$ cat src/rtl/ctech_lib_cdc_tx_pkg.sv
// Shared types and default parameter values for the bundled-data CDC
// handshake transmitter.
package ctech_lib_cdc_tx_pkg;

  typedef enum logic [1:0] {
    IDLE   = 2'd0,
    WAIT   = 2'd1,
    REQ_HI = 2'd2,
    REQ_LO = 2'd3
  } state_t;

  localparam int unsigned CDC_TX_WIDTH_DEF   = 8;
  localparam int unsigned CDC_TX_TIMEOUT_DEF = 1024;

endpackage

$ cat src/rtl/ctech_lib_doublesync_rstb.sv
// Library double-flop synchronizer with synchronous active-low reset.
// The input may be asynchronous to clk; the output is settled after two edges.
module ctech_lib_doublesync_rstb #(
  parameter int unsigned WIDTH = 1
) (
  input  logic             clk,
  input  logic             rstb,
  input  logic [WIDTH-1:0] d,
  output logic [WIDTH-1:0] q
);

  logic [WIDTH-1:0] meta_q, meta_d;
  logic [WIDTH-1:0] sync_q, sync_d;

  // Next-state: shift the async input through two stages.
  always_comb begin
    meta_d = d;
    sync_d = meta_q;
  end

  // Synchronizer flops, cleared by reset.
  always_ff @(posedge clk) begin
    if (!rstb) begin
      meta_q <= '0;
      sync_q <= '0;
    end else begin
      meta_q <= meta_d;
      sync_q <= sync_d;
    end
  end

  assign q = sync_q;

endmodule

$ cat src/rtl/ctech_lib_cdc_handshake_tx.sv
// Source-side transmitter of a bundled-data req/ack CDC handshake.
// Supports 2-phase (toggle) and 4-phase (return-to-zero) signalling.
// Optional watchdog: define CTECH_LIB_CDC_TX_TIMEOUT_EN to build the
// timeout counter and sticky timeout_err flag; otherwise timeout_err is 0.
module ctech_lib_cdc_handshake_tx
  import ctech_lib_cdc_tx_pkg::*;
#(
  parameter int unsigned WIDTH          = CDC_TX_WIDTH_DEF,
  parameter bit          FOUR_PHASE     = 1'b0,
  parameter int unsigned TIMEOUT_CYCLES = CDC_TX_TIMEOUT_DEF
) (
  input  logic             clk,
  input  logic             rstb,
  input  logic             in_valid,
  output logic             in_ready,
  input  logic [WIDTH-1:0] in_data,
  output logic             tx_req,
  output logic [WIDTH-1:0] tx_data,
  input  logic             tx_ack,
  output logic             busy,
  output logic             done,
  output logic             timeout_err
);

  // Reject nonsensical configurations at elaboration.
  if (WIDTH < 1 || TIMEOUT_CYCLES < 4) begin : g_bad_param
    $error("ctech_lib_cdc_handshake_tx: WIDTH must be >=1, TIMEOUT_CYCLES >=4");
  end

  state_t           state_q, state_d;
  logic             tx_req_q, tx_req_d;
  logic [WIDTH-1:0] tx_data_q, tx_data_d;
  logic             done_q, done_d;
  logic             ack_sync;
  logic             accept;

  ctech_lib_doublesync_rstb #(
    .WIDTH (1)
  ) u_ack_sync (
    .clk  (clk),
    .rstb (rstb),
    .d    (tx_ack),
    .q    (ack_sync)
  );

  // Ready only when idle and the previous handshake has fully returned;
  // derived from registers so it never depends on in_valid.
  assign in_ready = (state_q == IDLE) && (ack_sync == tx_req_q);
  assign accept   = in_valid && in_ready;

  // Handshake FSM next-state and output-register logic.
  always_comb begin
    state_d   = state_q;
    tx_req_d  = tx_req_q;
    tx_data_d = tx_data_q;
    done_d    = 1'b0;
    case (state_q)
      IDLE: begin
        if (accept) begin
          tx_data_d = in_data;
          if (FOUR_PHASE) begin
            tx_req_d = 1'b1;
            state_d  = REQ_HI;
          end else begin
            tx_req_d = ~tx_req_q;
            state_d  = WAIT;
          end
        end
      end
      WAIT: begin
        if (ack_sync == tx_req_q) begin
          state_d = IDLE;
          done_d  = 1'b1;
        end
      end
      REQ_HI: begin
        if (ack_sync) begin
          tx_req_d = 1'b0;
          state_d  = REQ_LO;
        end
      end
      REQ_LO: begin
        if (!ack_sync) begin
          state_d = IDLE;
          done_d  = 1'b1;
        end
      end
      default: state_d = IDLE;
    endcase
  end

  // FSM and launch registers; data is held stable while not idle.
  always_ff @(posedge clk) begin
    if (!rstb) begin
      state_q   <= IDLE;
      tx_req_q  <= 1'b0;
      tx_data_q <= '0;
      done_q    <= 1'b0;
    end else begin
      state_q   <= state_d;
      tx_req_q  <= tx_req_d;
      tx_data_q <= tx_data_d;
      done_q    <= done_d;
    end
  end

  assign tx_req  = tx_req_q;
  assign tx_data = tx_data_q;
  assign done    = done_q;
  assign busy    = (state_q != IDLE);

`ifdef CTECH_LIB_CDC_TX_TIMEOUT_EN
  localparam int unsigned CNT_W = $clog2(TIMEOUT_CYCLES + 1);

  logic [CNT_W-1:0] wd_cnt_q, wd_cnt_d;
  logic             timeout_err_q, timeout_err_d;

  // Watchdog: count cycles spent in a non-idle state, restart on every
  // state change; the error flag is sticky and never aborts the handshake.
  always_comb begin
    wd_cnt_d      = wd_cnt_q;
    timeout_err_d = timeout_err_q;
    if (state_d != state_q) begin
      wd_cnt_d = '0;
    end else if (state_q != IDLE && wd_cnt_q != CNT_W'(TIMEOUT_CYCLES)) begin
      wd_cnt_d = wd_cnt_q + CNT_W'(1);
    end
    if (state_q != IDLE && wd_cnt_q == CNT_W'(TIMEOUT_CYCLES - 1)) begin
      timeout_err_d = 1'b1;
    end
  end

  // Watchdog registers.
  always_ff @(posedge clk) begin
    if (!rstb) begin
      wd_cnt_q      <= '0;
      timeout_err_q <= 1'b0;
    end else begin
      wd_cnt_q      <= wd_cnt_d;
      timeout_err_q <= timeout_err_d;
    end
  end

  assign timeout_err = timeout_err_q;
`else
  assign timeout_err = 1'b0;
`endif

endmodule
$ cat config.mk
export PLATFORM = sky130hd
export DESIGN_NAME = ctech_lib_cdc_handshake_tx
export DESIGN_NICKNAME = d
export VERILOG_FILES = /design/src/rtl/ctech_lib_cdc_tx_pkg.sv /design/src/rtl/ctech_lib_doublesync_rstb.sv /design/src/rtl/ctech_lib_cdc_handshake_tx.sv
export SDC_FILE = /design/constraint.sdc
export NUM_CORES = 1
export LEC_CHECK = 0
export BUFFER_PORTS_ARGS = -buffer_cell sky130_fd_sc_hd__clkbuf_2
export CORE_UTILIZATION = 45
export CTS_CLUSTER_SIZE = 8
export DETAILED_ROUTE_END_ITERATION = 8
export GPL_ROUTABILITY_DRIVEN = 1
export PLACE_DENSITY = 0.72
export SLEW_MARGIN = 10
export SYNTH_ARGS = -nofsm -noshare
export SYNTH_HDL_FRONTEND = slang
export SYNTH_SLANG_ARGS = --single-unit
export TNS_END_PERCENT = 5
$ cat constraint.sdc
create_clock -name clk -period 1.6 [get_ports clk]
set_input_delay 0.16 -clock clk [delete_from_list [all_inputs] [get_ports clk]]
set_output_delay 0.16 -clock clk [all_outputs]
set_load 0.05 [all_outputs]
======== Yosys cells after proc, flatten, opt, wreduce, memory -nomap -nowiden ========
Index checks and enable logic that the tools add are counted.
word-level totals
  flip-flop bits (word level) ............. 14
  bits in latches ......................... 0
  RAM bits ................................ 0
  ROM bits ................................ 0
  bits of input ports ..................... 12
  output and inout bits ................... 13
  word-level logic and storage cells ...... 34
  memories kept ........................... 0
operators by class
  $add $sub $neg .......................... 0
  multiply operators ...................... 0
  divide/modulo/power cells ............... 0
  order comparisons ....................... 0
  eq/ne operators ......................... 8
  shift operators ......................... 0
  muxes and demuxes ....................... 11
  bitwise gates (word level) .............. 1
  reductions and logical operators ........ 8
operators by type and width
  kind                                                              number
  2-bit 2-to-1 mux                                                  4
  2-bit case mux with 4 select lines                                1
  2-bit != test (second input constant)                             3
  2-bit == test (second input constant)                             2
  1-bit 2-to-1 mux                                                  4
  1-bit case mux with 2 select lines                                2
  4-bit AND reduction                                               1
  2-bit nonzero test                                                2
  3-bit AND reduction                                               1
  2-bit by 1-bit == test with 1-bit output (second input constant)  1
  1-bit logical AND                                                 2
  2-bit zero test                                                   1
  2-bit by 1-bit != test with 1-bit output (second input constant)  1
  2-bit AND reduction                                               1
  1-bit == test                                                     1
  1-bit inverter                                                    1

======== Logic depth before layout (Yosys ltp) ========
  depth after elaboration ................. 5
  gate-level depth with buffers ........... 5
  depth with buffers taken out ............ 3

======== Modules after synthesis ========
Synthesis repeated with hierarchy kept, for this count alone.
second synthesis, totals
  cell total of the unflattened synthesis .. 71
  area total of the unflattened synthesis .. 621.8 µm²
by module, submodules not included
  module                      instances  cells each  area an instance (µm²)  sequential area each (µm²)
  ctech_lib_cdc_handshake_tx  1          67          569.3                   240.2
  ctech_lib_doublesync_rstb   1          4           52.6                    40.0

======== Worst setup path after synthesis ========
OpenSTA, ideal clock, no wires.
  path kind ............................... register -> output
  from .................................... register tx_req_q (netlist: tx_req)
  to ...................................... output port in_ready
  arrival time ............................ 1563 ps
  data required time ...................... 1440 ps
  slack ................................... -123 ps
  cell stages (with the launch flop) ...... 3
  path buffers ............................ 0
  cell sequence ........................... dfxtp_1 > xor2_1 > nor2_1
between the ends
  cells in the longest elaborated chain, start to end .. 2
RTL lines
  item                      RTL line                           text
  start: declaration        ctech_lib_cdc_handshake_tx.sv:31   logic tx_req_q, tx_req_d;
  start signal: assignment  ctech_lib_cdc_handshake_tx.sv:101  tx_req_q <= tx_req_d;
  1-bit == test             ctech_lib_cdc_handshake_tx.sv:48   assign in_ready = (state_q == IDLE) && (ack_sync == tx_req_q);
  1-bit logical AND         ctech_lib_cdc_handshake_tx.sv:48
  end: declaration          ctech_lib_cdc_handshake_tx.sv:15   output logic in_ready,
Every way passes these cells.

======== Final worst setup path ========
  from .................................... register state_q[0]
  to ...................................... output port in_ready
between the ends
  cells in the longest elaborated chain, start to end .. 2
RTL lines
  item                      RTL line                           text
  start: declaration        ctech_lib_cdc_handshake_tx.sv:30   state_t state_q, state_d;
  start signal: assignment  ctech_lib_cdc_handshake_tx.sv:100  state_q <= state_d;
  2-bit zero test           ctech_lib_cdc_handshake_tx.sv:48
  1-bit logical AND         ctech_lib_cdc_handshake_tx.sv:48
Every way passes these cells.

==> run metrics <==
clock buffer count from CTS 3; clk sink count 14; register clock-pin slew on the reported worst setup and hold paths 0.08 ns; global-route wire length before repair between 1500 and 2000 microns; Hold Buf Count CTS 0; Peak supply drop 0.565 mV; Skew-Pair Late Insertion Delay ~0.27 ns; Final setup viols 0; placement-stage cell area 733 sq um; library cell used as clock root buffer clkbuf_4; WL/cell just over 10 microns; register bit total from synthesis 14; highest net fanout along the worst path 9; area of the mapped netlist 627 sq um; # port buffers 23; Antenna Diode Count 0; gp weighted congestion 0.596; detail-routed via count per cell 4.85; Netlist cell types 25; crit start category register; Final Cell Area 769 sq um; crit end category output port; vias in the first global route around 400; number of antenna violations at the first check in global routing 0; Syn Inst Count 69; Highest Clock Rate 0.671 GHz; number of nets produced by synthesis 81; Remaining DRCs 0; Vias 519; overflow left after global routing 0; CTS tree built; leading cell type in the layout, fill and taps excluded clkbuf_2; Die H ~39 microns; H-tree depth 1; static leakage 0.364 nW; Post CTS Setup Buffer Count 0; horizontal die dimension 39.3 microns; sum of negative setup slack 0 ns; share of final-layout standard cells stronger than drive strength 1 around 33%; maximum root-to-sink buffer count 2; Crit path required time about 1.4 ns; Detail Route Antenna Nets 0; Detailed Route WL 1100 microns; Maximum Capacitance Violations 0; Post-CTS Resized 0; status completed; Row Count 13; Detailed Route Iter0 Violations 1; maximum clock skew at final layout 0.000370 ns; largest net degree at the start of global routing 23; Total Power 858 uW; path type of the worst min-delay path input pin to register; global routing usage summed across all routing layers 15.5%; Syn. warnings 0; final clock period utilization by the worst path 93.2%; Final Max Slew Viols 0; filler instances roughly 130; combined flip-flop and latch cell area 280 sq um; NumNets Final roughly 110; final hold violation count 0; I/O pins 25; core outline area 0.00130 sq mm; die outline area 0.00155 sq mm; Min Clock Period, post-route 1.49 ns; Initial Util 48.2%; area of the multi-input gates 308 sq um; synthesized area per cell slightly above 9 sq um; sequential fraction of the synthesis area 44.7%; commonest non-fill, non-tap cells in the layout clkbuf_2 (23), nand2_1 (19), dfxtp_1 (14), mux2i_1 (8); HPWL reported at the end of detailed placement 807 microns; synth-to-layout area growth 22.8%; unrepaired setup endpoints after global routing no; first-pass iteration count of the detailed router 2; total power density per cell area about 1100 mW/mm^2; kind of critical path register to output port; signal arrival time at the worst endpoint 1.33 ns
## sequential cells by signal (all words and copies together) (netlist names)
signal	cells
tx_data	8
done	1
tx_req	1
state_q	2
u_ack_sync.q	1
u_ack_sync.meta_q	1
## metal layers
metal	share of wire, %	GRT usage (%)	vias to the layer above
met5	0	0	-
met4	0	7.76	0
met3	4.5	3.41	0
met2	48	25.0	14
met1	47	19.2	234
li1	-	-	271
## metrics by stage
| stage | utilization [%] | std cells | hold WS [ns] | setup slack, ns |
|---|---|---|---|---|
| final | 59.1 | 107 | 0.0919 | 0.109 |
| after global routing | 59.1 | 107 | 0.0862 | 0.0167 |
| after CTS | 59.1 | 107 | 0.0825 | 0.0933 |
| after detailed placement | 56.3 | 103 | 0.373 | 0.262 |
| after global placement | 56.3 | 103 | 0.367 | 0.320 |
| after floorplan | - | 69 | 0.287 | 0.0885 |
## where the power goes
part           internal, mW  switching, mW  leakage, nW
Clock                 0.138          0.108       0.0210
Sequential            0.373         0.0209        0.115
Combinational        0.0674          0.151        0.228
## final timing paths
kind / start / endpoint / slack, ns / cells past startpoint
max: state_q[0] / in_ready / 0.11 / 3
min: tx_ack / u_ack_sync.meta_q / 0.09 / 2
max reg2reg: state_q[0] / tx_data[4] / 0.27 / 4
min reg2reg: u_ack_sync.meta_q / u_ack_sync.q / 0.44 / 1
## synth_stat cells, drive strengths merged
cell type / count / share of area (%)
dfxtp: 14 / 45
o21bai: 1 / 1.2
nor3b: 2 / 3.2
nor2: 1 / 0.60
a21boi: 1 / 1.2
and3: 1 / 1.0
xor2: 1 / 1.4
or4b: 1 / 1.6
mux2i: 8 / 13
buf: 3 / 4.8
nand4b: 1 / 1.4
clkbuf: 2 / 1.2
nor2b: 2 / 2.0
and2: 3 / 3.0
a21oi: 2 / 1.6
inv: 1 / 0.60
xnor2: 1 / 1.4
or2: 1 / 1.0
o31ai: 1 / 1.2
nand2: 19 / 11
o31a: 1 / 1.4
conb: 1 / 0.60
o21ai: 1 / 0.80
## cells by family after synthesis
kind of cell	synth area share (%)
buf+inv	6.59
mux	12.8
simple gates	25.2
other cells	0.598
xor+xnor	2.79
compound gates	7.39
flops	44.7
## final cells by class
cell class	count	share of cell area [%]
inverter	1	0.488
timing repair buffer	24	15.9
clock buffer	4	4.72
tap	15	2.44
multi-input combinational	49	40.0
sequential	14	36.4
## worst max-delay path: stages, from the launching register on
cell      delay, ns
dfxtp_1        0.38
or2_1          0.30
nor2_2         0.11
clkbuf_2       0.27
No activity file was read; power rests on OpenSTA's default activity.
